===== config.mk =====
export PLATFORM = sky130hd
export DESIGN_NAME = obi_rule_demux
export DESIGN_NICKNAME = d
export VERILOG_FILES = /design/src/rtl/obi_rule_demux.sv
export SDC_FILE = /design/constraint.sdc
export NUM_CORES = 1
export LEC_CHECK = 0
export ABC_CLOCK_PERIOD_IN_PS = 6050
export CELL_PAD_IN_SITES_DETAIL_PLACEMENT = 2
export CELL_PAD_IN_SITES_GLOBAL_PLACEMENT = 2
export CORE_AREA = 2 2 509 511
export DETAILED_ROUTE_END_ITERATION = 10
export DIE_AREA = 0 0 511 513
export HOLD_SLACK_MARGIN = 0.12
export PLACE_DENSITY = 0.46
export SYNTH_ARGS = -nofsm -noshare
export SYNTH_HDL_FRONTEND = slang
export SYNTH_SLANG_ARGS = --single-unit

===== constraint.sdc =====
create_clock -name clk_i -period 6.05 [get_ports clk_i]
set_input_delay 0.9075 -clock clk_i [delete_from_list [all_inputs] [get_ports clk_i]]
set_output_delay 0.9075 -clock clk_i [all_outputs]
set_load 0.01 [all_outputs]

===== src/rtl/obi_rule_demux.sv =====
// obi_rule_demux: address-rule decoded OBI 1-to-N demux with outstanding tracking,
// an internal error slave for unmapped addresses and sticky protocol-error flag.
module obi_rule_demux #(
   parameter int          NUM_RULES       = 6,
   parameter int          NUM_SLAVES      = 6,
   parameter int          MAX_OUTSTANDING = 4,
   parameter bit          DEFAULT_EN      = 1'b0,
   parameter int          DEFAULT_IDX     = 2,
   parameter logic [31:0] ERR_RDATA       = 32'hBADACCE5,
   localparam int         CW              = $clog2(MAX_OUTSTANDING + 1)
) (
   input  logic                    clk_i,
   input  logic                    rst_i,
   input  logic [NUM_RULES*32-1:0] rule_start_i,
   input  logic [NUM_RULES*32-1:0] rule_end_i,
   input  logic [NUM_RULES*32-1:0] rule_idx_i,
   input  logic                    m_req_i,
   input  logic                    m_we_i,
   input  logic [3:0]              m_be_i,
   input  logic [31:0]             m_addr_i,
   input  logic [31:0]             m_wdata_i,
   output logic                    m_gnt_o,
   output logic                    m_rvalid_o,
   output logic                    m_err_o,
   output logic [31:0]             m_rdata_o,
   output logic [NUM_SLAVES-1:0]   s_req_o,
   output logic [NUM_SLAVES-1:0]   s_we_o,
   output logic [NUM_SLAVES*4-1:0] s_be_o,
   output logic [NUM_SLAVES*32-1:0] s_addr_o,
   output logic [NUM_SLAVES*32-1:0] s_wdata_o,
   input  logic [NUM_SLAVES-1:0]   s_gnt_i,
   input  logic [NUM_SLAVES-1:0]   s_rvalid_i,
   input  logic [NUM_SLAVES*32-1:0] s_rdata_i,
   output logic [CW-1:0]           outstanding_o,
   output logic                    proto_err_o
);
   // Target index NUM_SLAVES denotes the internal error slave.
   localparam int TW = $clog2(NUM_SLAVES + 1);
   logic [TW-1:0] tgt, held_q, held_d;
   logic [CW-1:0] count_q, count_d;
   logic          err_pend_q, err_pend_d, proto_q, proto_d;
   logic          is_err, held_err, allow, gnt_sel, rv_sel, accept, bad_rv;
   logic [31:0]   rd_sel;
   assign s_we_o        = {NUM_SLAVES{m_we_i}};
   assign s_be_o        = {NUM_SLAVES{m_be_i}};
   assign s_addr_o      = {NUM_SLAVES{m_addr_i}};
   assign s_wdata_o     = {NUM_SLAVES{m_wdata_i}};
   assign outstanding_o = count_q;
   assign proto_err_o   = proto_q;
   always_comb begin
      tgt = DEFAULT_EN ? TW'(DEFAULT_IDX) : TW'(NUM_SLAVES);
      // Walk rules from highest to lowest so the lowest-numbered match wins.
      for (int i = NUM_RULES - 1; i >= 0; i--)
         if (rule_start_i[i*32 +: 32] < rule_end_i[i*32 +: 32] &&
             m_addr_i >= rule_start_i[i*32 +: 32] && m_addr_i < rule_end_i[i*32 +: 32] &&
             rule_idx_i[i*32 +: 32] < NUM_SLAVES)
            tgt = TW'(rule_idx_i[i*32 +: 32]);
      is_err   = tgt == TW'(NUM_SLAVES);
      held_err = held_q == TW'(NUM_SLAVES);
      allow    = !rst_i && count_q < CW'(MAX_OUTSTANDING) && (count_q == '0 || tgt == held_q);
      gnt_sel  = is_err;
      rv_sel   = 1'b0;
      rd_sel   = '0;
      bad_rv   = 1'b0;
      s_req_o  = '0;
      for (int i = 0; i < NUM_SLAVES; i++) begin
         s_req_o[i] = m_req_i && allow && tgt == TW'(i);
         if (tgt == TW'(i)) gnt_sel = s_gnt_i[i];
         if (held_q == TW'(i)) begin
            rv_sel = s_rvalid_i[i];
            rd_sel = s_rdata_i[i*32 +: 32];
         end
         if (s_rvalid_i[i] && (count_q == '0 || held_q != TW'(i))) bad_rv = 1'b1;
      end
      m_gnt_o    = allow & gnt_sel;
      accept     = m_req_i & m_gnt_o;
      m_rvalid_o = !rst_i && count_q != '0 && (held_err ? err_pend_q : rv_sel);
      m_err_o    = m_rvalid_o & held_err;
      m_rdata_o  = held_err ? ERR_RDATA : rd_sel;
      held_d     = accept ? tgt : held_q;
      err_pend_d = accept & is_err;
      count_d    = count_q + CW'(accept) - CW'(m_rvalid_o);
      proto_d    = proto_q | bad_rv;
   end
   always_ff @(posedge clk_i) begin
      if (rst_i) begin
         count_q    <= '0;
         held_q     <= '0;
         err_pend_q <= 1'b0;
         proto_q    <= 1'b0;
      end else begin
         count_q    <= count_d;
         held_q     <= held_d;
         err_pend_q <= err_pend_d;
         proto_q    <= proto_d;
      end
   end
endmodule

==> results of run 1 <==
## kinds of logic after synthesis
group	count (synthesis)	share of synthesized area, %
compound gates	655	21.6
xor+xnor	3	0.132
fa+ha+maj	567	35.5
buf+inv	856	23.9
flops	8	0.801
mux	47	2.40
simple gates	613	15.7
## power breakdown
part           internal, µW  switching, µW  leakage, µW
Combinational          1790           1740       0.0177
Sequential             68.2           34.4    0.0000673
Clock                  88.6           33.2    0.0000386
Total                  1950           1810       0.0178
## routing by layer
metal  global-route usage, %  wire (µm)  part of all wire (%)
met3                    2.58      10000                   5.5
met2                    24.0      91900                    51
met1                    15.3      73100                    41
met5                       0        230                  0.13
met4                    3.57       4990                   2.8
## critical path: cells and delay by family
family	cells	cell delay [ns]
AO/OA/AOI/OAI	8	1.80
AND/OR/NAND/NOR	4	0.63
adder cells (fa/ha/maj)	1	0.29
buffers and inverters	9	1.39
## what timing repair did
action,CTS,global route
endpoints found under the setup margin,14,9
pin swaps,111,152
resized for setup,370,417
hold buffers,0,0
cloned,1,0
setup buffers,36,37
## area by class of cell
cell class              count  area (µm²)  area share (%)
diodes                     64         160           0.396
clock buffers               4        78.8           0.195
inverters                 409        1550            3.82
multi-input cells        1885       18000            44.4
flip-flops and latches      8         166           0.412
well taps                3384        4230            10.5
repair buffers           1689       16300            40.2
## Yosys cell counts, types with 4 or more instances
master and count:
buf_4 414, a221o_1 10, nor2_1 109, nor3_1 34, dfxtp_1 8, o21a_1 15
a22oi_1 24, a2bb2oi_1 5, nand2_1 162, o22ai_1 13, or2_2 5, inv_1 407
a31oi_1 18, nand4_1 91, o21ai_0 101, o2111ai_1 9, and4_1 12, ha_1 566
mux2i_1 39, mux2_2 8, and3_1 7, o31a_1 10, a41oi_1 4, a2111o_1 4
and2_1 5, nand3_1 53, a221oi_1 11, buf_1 5, a21oi_1 229, a21o_1 43
o211ai_1 29, nand2b_1 24, nor2b_1 12, nor4_1 69, o31ai_1 6, o211a_1 7
a211oi_1 30, or3_1 9, o221ai_1 41, clkbuf_1 28, a32oi_1 5, a211o_1 6
## path summary, 6_finish.rpt
check | startpoint | end | slack [ns]
min reg2reg | outstanding_o[2]$_SDFF_PP0_ | outstanding_o[2]$_SDFF_PP0_ | 0.60
min | outstanding_o[2]$_SDFF_PP0_ | outstanding_o[2]$_SDFF_PP0_ | 0.60
max reg2reg | held_q[2]$_SDFFE_PP0P_ | outstanding_o[2]$_SDFF_PP0_ | 2.20
max | m_addr_i[26] | s_req_o[4] | 0.10
## flip-flops by register name, indices dropped and copies added (netlist names)
signal	cells
held_q	3
err_pend_q	1
outstanding_o	3
proto_err_o	1
## through the flow
step                area, µm²  total power, µW  worst slack (ns)  TNS [ns]
global route            40300             4110            -0.103    -0.512
finish                  40400             3760             0.102         0
floorplan               20000             1510             0.813         0
detailed placement      36400             3410             -1.49    -13.20
CTS                     38200             3700            -0.110    -0.551
global placement        36400             3350             -1.50    -13.12
==> impl_metrics.csv, run 1 <==
group,metric,value,unit
synthesis,yosysTopAreaCellShare,35.4,%
finish,drive_gt1_share,28.2,%
global_route,antenna_found_initial,126,
finish,layout_commonest_cell,"clkdlybuf4s50_1",
power_and_ir_drop,max-vdd-ir-drop,0.121,mV
power_and_ir_drop,p_per_area,93.0,nW/µm²
finish,finish.utilization,15.8,%
global_route,grt_pass1_wl,239000,µm
clock_tree,clkLatencyLatePin,0.24,ns
drt,drc,0,
synthesis,synth_flop_cell,"dfxtp_1",
sta,finClkSkew,0.00254,ns
worst_setup_path,critical_path.max_stage_delay,0.42,ns
worst_setup_path,end_kind,"output pin",
worst_setup_path,path_class,"in -> out",
worst_setup_path,slowest_stage,"o211ai_1",
placed_design,place.gp.congestion,0.827,
sta,min_period,5.95,ns
die,die_h,513,µm
sta,max_freq,168,MHz
finish,layout.nets,5415,
clock_tree,cts_tree,"built",
power_and_ir_drop,p_leak,0.0178,µW
drt,postRouteWirelength,180000,µm
sta,slew_viol_final,0,
global_route,grt_use_total,13.1,%
drt,wl_per_cell,24.2,µm
finish,n_fill_cell,29700,
sta,post-route-period-util,98.3,%
die,die_w,511,µm
synthesis,synth_area_leader_cell,"ha_1",
drt,drt_iter0_markers,729,
placed_design,dp_cells,7311,
die,start_util,7.80,%
synthesis,async_flop_share,0,%
clock_tree,clockRootBuffer,"clkbuf_16",
global_route,grt.overflow.total,0,
worst_setup_path,worstPathMaxFanout,9,
die,core-area,256000,µm²
synthesis,synth_edf_count,0,
placed_design,place.detailed.hpwl,165000,µm
clock_tree,clk_pin_slew,0.04,ns
job,max_cap_violations,0,
sta,slew_headroom,18.0,%
sta,rsz0062_at_grt,"true",
sta,hold_viol_final,0,
sta,worstMarginPinSlew,1.22,ns
synthesis,yosysUniqueCellTypes,81,
die,dieArea,262000,µm²
finish,syn_to_final_growth,102,%
sta,hold_slack,0.599,ns
min_path,hold_class,"reg -> reg",
die,rows,186,
clock_tree,cts_max_path_buffers,2,
min_path,hold_depth,2,
die,io-pin-count,1311,
worst_setup_path,crit_top_cell,"buf_12",
drt,firstDrtPassIters,7,
sta,setup_viol,0,
placed_design,io_buffers,1051,
drt,routed_via_density,3.47,
synthesis,synthesis.nets,4168,
synthesis,ys_seq_area_share,0.801,%
synthesis,synthesis.area,20000,µm²
worst_setup_path,cp.arrival,5.04,ns
finish,finalNonFillerCells,7443,
clock_tree,cts_sinks,8,
synthesis,postSynthCellCount,2749,
drt,ant_nets,0,
global_route,grt_max_degree,49,
synthesis,ys_warn_count,0,
drt,via_count,25800,
worst_setup_path,required,5.14,ns
clock_tree,cts_made_buffers,3,
worst_setup_path,cp-start-kind,"input port",
worst_setup_path,path_cells,"clkbuf_4 > buf_4 > buf_12 > buf_12 > ha_1 > nand2_1 > o21a_1 > buf_4 > o211ai_1 > o32ai_4 > and4b_2 > a31oi_2 > a221o_1 > a21oi_2 > o211ai_2 > o31ai_4 > buf_6 > buf_12 > nand2b_4 > buf_12 > nor3_2 > buf_4",
clock_tree,htreeDepth,1,
synthesis,syn_avg_cell_area,7.27,µm²
worst_setup_path,reg2reg_depth,14,
synthesis,synthTopCellsByArea,"ha_1, buf_4, inv_1, a21oi_1, nand2_1",
global_route,grt_pass1_vias,28500,
synthesis,ys_seq_elements,8,
finish,final_cell_mix,"clkdlybuf4s50_1, buf_4, ha_1, inv_1, a21oi_1",
status,outcome,"finished, final reports clean",
(Power assumes the default switching activity.)
==> run 2: changes to the inputs <==
--- a/config.mk
+++ b/config.mk
@@ -13,6 +13,7 @@
 export DIE_AREA = 0 0 511 513
 export HOLD_SLACK_MARGIN = 0.12
 export PLACE_DENSITY = 0.46
+export RECOVER_POWER = 50
 export SYNTH_ARGS = -nofsm -noshare
 export SYNTH_HDL_FRONTEND = slang
 export SYNTH_SLANG_ARGS = --single-unit
==> impl_metrics.csv, run 2 (synthesized netlist as in run 1, its figures left out) <==
group,metric,value,unit
worst_setup_path,required,5.14,ns
sta,finalSetupTns,0,ns
finish,layout.nets,5415,
clock_tree,htreeDepth,1,
worst_setup_path,slowest_stage,"o211ai_1",
worst_setup_path,path_class,"in -> out",
drt,routed_via_density,3.47,
finish,final_cell_mix,"clkdlybuf4s50_1, buf_4, ha_1, inv_1, a21oi_1",
placed_design,place.detailed.hpwl,165000,µm
drt,firstDrtPassIters,7,
sta,setup_viol,0,
worst_setup_path,end_kind,"output pin",
drt,drt_iter0_markers,730,
global_route,grt_use_total,13.1,%
worst_setup_path,cp-start-kind,"input port",
clock_tree,clk_pin_slew,0.04,ns
clock_tree,ctsHoldBuffers,0,
die,start_util,7.80,%
sta,hold_viol_final,0,
global_route,grt.overflow.total,0,
placed_design,io_buffers,1051,
sta,min_period,5.95,ns
power_and_ir_drop,p_per_area,93.0,nW/µm²
placed_design,place.gp.congestion,0.827,
die,io-pin-count,1311,
finish,n_fill_cell,29700,
min_path,hold_class,"reg -> reg",
global_route,antenna_found_initial,126,
sta,post-route-period-util,98.3,%
power_and_ir_drop,max-vdd-ir-drop,0.121,mV
finish,finish.utilization,15.8,%
worst_setup_path,cp.arrival,5.04,ns
placed_design,dp_cells,7311,
global_route,grt_pass1_wl,239000,µm
die,core-area,256000,µm²
clock_tree,cts_tree,"built",
sta,worstMarginPinSlew,1.22,ns
drt,wl_per_cell,24.2,µm
status,outcome,"finished, final reports clean",
drt,via_count,25800,
clock_tree,cts_max_path_buffers,2,
finish,layout_commonest_cell,"clkdlybuf4s50_1",
finish,finalNonFillerCells,7443,
die,die_h,513,µm
sta,finClkSkew,0.00255,ns
worst_setup_path,worstPathMaxFanout,9,
clock_tree,clockRootBuffer,"clkbuf_16",
sta,slew_headroom,18.0,%
drt,drc,0,
sta,hold_slack,0.596,ns
job,max_cap_violations,0,
die,die_w,511,µm
clock_tree,cts_sinks,8,
sta,max_freq,168,MHz
sta,slew_viol_final,0,
global_route,grt_pass1_vias,28500,
global_route,grt_max_degree,49,
die,dieArea,262000,µm²
worst_setup_path,crit_top_cell,"buf_12",
power_and_ir_drop,finalPower,3760,µW
die,rows,186,
drt,postRouteWirelength,180000,µm
finish,drive_gt1_share,28.2,%
sta,rsz0062_at_grt,"true",
power_and_ir_drop,p_leak,0.0178,µW
clock_tree,cts_made_buffers,3,
worst_setup_path,path_cells,"clkbuf_4 > buf_4 > buf_12 > buf_12 > ha_1 > nand2_1 > o21a_1 > buf_4 > o211ai_1 > o32ai_4 > and4b_2 > a31oi_2 > a221o_1 > a21oi_2 > o211ai_2 > o31ai_4 > buf_6 > buf_12 > nand2b_4 > buf_12 > nor3_2 > buf_4",
drt,ant_nets,0,
finish,syn_to_final_growth,102,%
worst_setup_path,critical_path.max_stage_delay,0.42,ns
clock_tree,clkLatencyLatePin,0.24,ns
-- run 2: cell count changes in the layout (fill, tap and decap cells not counted), sizes merged --
cell	change
clkdlybuf4s50	-7
dlygate4sd3	+7
-- run 2: where the power goes --
part	switching (µW)	internal, µW	total, µW	leakage (µW)
Combinational	1740	1790	3530	0.0177
Sequential	34.1	68.2	102	0.0000673
Clock	33.2	88.6	122	0.0000386
-- run 2: worst max-delay path, delay by kind of cell --
family,cells,cell delay [ns]
buf+inv,9,1.39
compound gates,8,1.80
fa+ha+maj,1,0.29
simple gates,4,0.63
-- run 2: worst paths after layout --
path	start	end	slack (ns)	cells past startpoint
setup / recovery	m_addr_i[26]	s_req_o[4]	0.10	22
hold / removal	outstanding_o[2]$_SDFF_PP0_	outstanding_o[2]$_SDFF_PP0_	0.60	2
setup reg to reg	held_q[2]$_SDFFE_PP0P_	outstanding_o[2]$_SDFF_PP0_	2.21	14
hold reg to reg	outstanding_o[2]$_SDFF_PP0_	outstanding_o[2]$_SDFF_PP0_	0.60	2
-- run 2: per-stage QoR --
| step | setup WS [ns] | instance area (µm²) |
|---|---|---|
| 2_1_floorplan | 0.813 | 20000 |
| 3_3_place_gp | -1.50 | 36400 |
| 3_5_place_dp | -1.49 | 36400 |
| 4_1_cts | -0.110 | 38200 |
| 5_1_grt | -0.103 | 40300 |
| 6_report | 0.102 | 40400 |
-- run 2: repair_timing --
item / CTS / global route
resized for setup: 370 / 417
cloned: 1 / 0
endpoints found under the setup margin: 14 / 9
pin swaps: 111 / 152
setup buffers: 36 / 37
-- run 2: cell type report --
cell class	count	area (µm²)	share of cell area [%]
Clock buffer	4	78.8	0.195
Timing Repair Buffer	1689	16300	40.2
Inverter	409	1550	3.82
Tap cell	3384	4230	10.5
Multi-Input combinational cell	1885	18000	44.4
Antenna cell	64	160	0.396
Sequential cell	8	166	0.412
-- run 2: metal layers --
metal | GRT usage (%) | part of all wire [%] | up-vias
met4 | 3.57 | 2.8 | 34
met1 | 15.3 | 41 | 12400
met5 | 0 | 0.13 | -
met2 | 24.0 | 51 | 935
li1 | - | - | 12100
met3 | 2.58 | 5.5 | 258
==> variant (settings of run 1) <==
`NUM_SLAVES`: 6 -> 8.
--- a/src/rtl/obi_rule_demux.sv
+++ b/src/rtl/obi_rule_demux.sv
@@ -3,5 +3,5 @@
 module obi_rule_demux #(
    parameter int          NUM_RULES       = 6,
-   parameter int          NUM_SLAVES      = 6,
+   parameter int          NUM_SLAVES      = 8,
    parameter int          MAX_OUTSTANDING = 4,
    parameter bit          DEFAULT_EN      = 1'b0,
Interface: changed (8 resized); port bits go from 1311 to 1519. No check against the original RTL was run, so the function may have changed too.
==> variant against run 1 <==
The run now ends with negative setup slack left. Sequential cell count increased by 1. Largest cell class unchanged. Area after synthesis increased by 5.7%. Power decreased by 2.1%. Worst setup slack got worse by 0.11 ns. Wire length increased by 7.2%. Design area increased by 2.6%. Hold slack improved by 0.0059 ns. Core utilization increased by 0.41 points.
==> variant: results (changes against run 1) <==
| Metric | Value |
|---|---|
| Slowest-stage cell, CP | `clkdlybuf4s50_1` |
| VDD IR max | `0.1227 mV (+1.3%)` |
| Post-Synth Adder-Cell Area | `33.61% (-1.9 points)` |
| Max incr delay on CP | `0.56 ns (+0.14 ns)` |
| Synth top area share | `33.51% (-1.9 points)` |
| Grt met1 use | `17.52% (+2.3 points)` |
| Worst Setup EP | `s_req_o[3]` |
| Post-Synthesis Cells | `2914 (+6.0%)` |
| Failing checks | `negative setup slack` |
| FF+latch count | `9 (+1)` |
| Register area share after synthesis | `0.8526% (+0.051 points)` |
| Status | `finished, violations left` |
| R2r startpoint | `held_q[0]` |
| Multi-input combinational area share | `42.98% (-1.5 points)` |
| Antenna violations before repair | `98 (-22%)` |
| Antenna fix cells | `34 (-47%)` |
| Met3 GRT Util | `1.896% (-0.68 points)` |
| Crit-path max FO | `4 (-5)` |
| Mux share of post-synthesis cell area | `0.1480% (-2.3 points)` |
| Final setup TNS | `-0.003165 ns (-0.003165 ns)` |
| CP Data Arrival Time | `5.15 ns (+0.11 ns)` |
| Pleak | `18.16 nW (+2.0%)` |
| Vias in the first global route | `29140 (+2.1%)` |
| Pin count of the biggest net entering global routing | `35 (-29%)` |
| Synth top cells by count | `ha_1, buf_4, inv_1` |
| First-pass DRT Iterations | `5 (-2)` |
| Final worst slack | `-0.003165 ns (-0.1055 ns)` |
| Count of multi-input gates | `1911 (+1.4%)` |
| # setup viols final | `1 (+1)` |
| Post-DP Area | `37820 um^2 (+4.0%)` |
| GR Util met2 | `25.39% (+1.3 points)` |
| # fillers | `29740 (+0.24%)` |
| Synth Area in Compound Gates | `20.97% (-0.60 points)` |
| R2r setup slk | `1.55 ns (-0.65 ns)` |
| PostCTS Resize Cnt | `500 (+35%)` |
| Post-synthesis xor/xnor area fraction | `0.2901% (+0.16 points)` |
| Post-DP HPWL | `176.6 mm (+7.2%)` |
| DR iter-0 viols | `905 (+24%)` |
| Pre-CTS WS | `-1.529 ns (-0.04356 ns)` |
| Total routed wirelength | `193.3 mm (+7.2%)` |
| Dpl cells | `7482 (+2.3%)` |
| Met1 wire length | `83.40 mm (+14%)` |
| First-pass GRT wire length | `254.4 mm (+6.2%)` |
-- variant: cell count changes in the layout (fill, tap and decap cells not counted), moves of 27 or more --
cell / change
clkdlybuf4s50_1: +132
a22oi_1: +69
dlygate4sd2_1: +55
dlymetal6s2s_1: -54
buf_4: +53
mux2i_1: -33
o221ai_1: -33
diode_2: -30
nand4_1: +27
nor2_1: -27
-- variant: power by group --
| part | internal (mW) | leakage, nW | switching (mW) |
|---|---|---|---|
| combinational | 1.75 | 18.0 | 1.71 |
| clock | 0.0883 | 0.0384 | 0.0309 |
| sequential | 0.0727 | 0.0739 | 0.0269 |
| total | 1.91 | 18.2 | 1.77 |
-- variant: worst reg2reg max path, stage by stage (launching register included) --
cell,delay [ns]
dfxtp_1,0.73
clkinv_1,0.63
nor2_2,0.86
a22oi_1,0.14
nand4_1,0.14
o21ai_0,0.16
a311oi_1,0.45
ha_1,0.31
inv_1,0.06
ha_2,0.17
inv_2,0.04
fa_2,0.34
xor2_2,0.15
xnor2_1,0.14
nor2_1,0.05
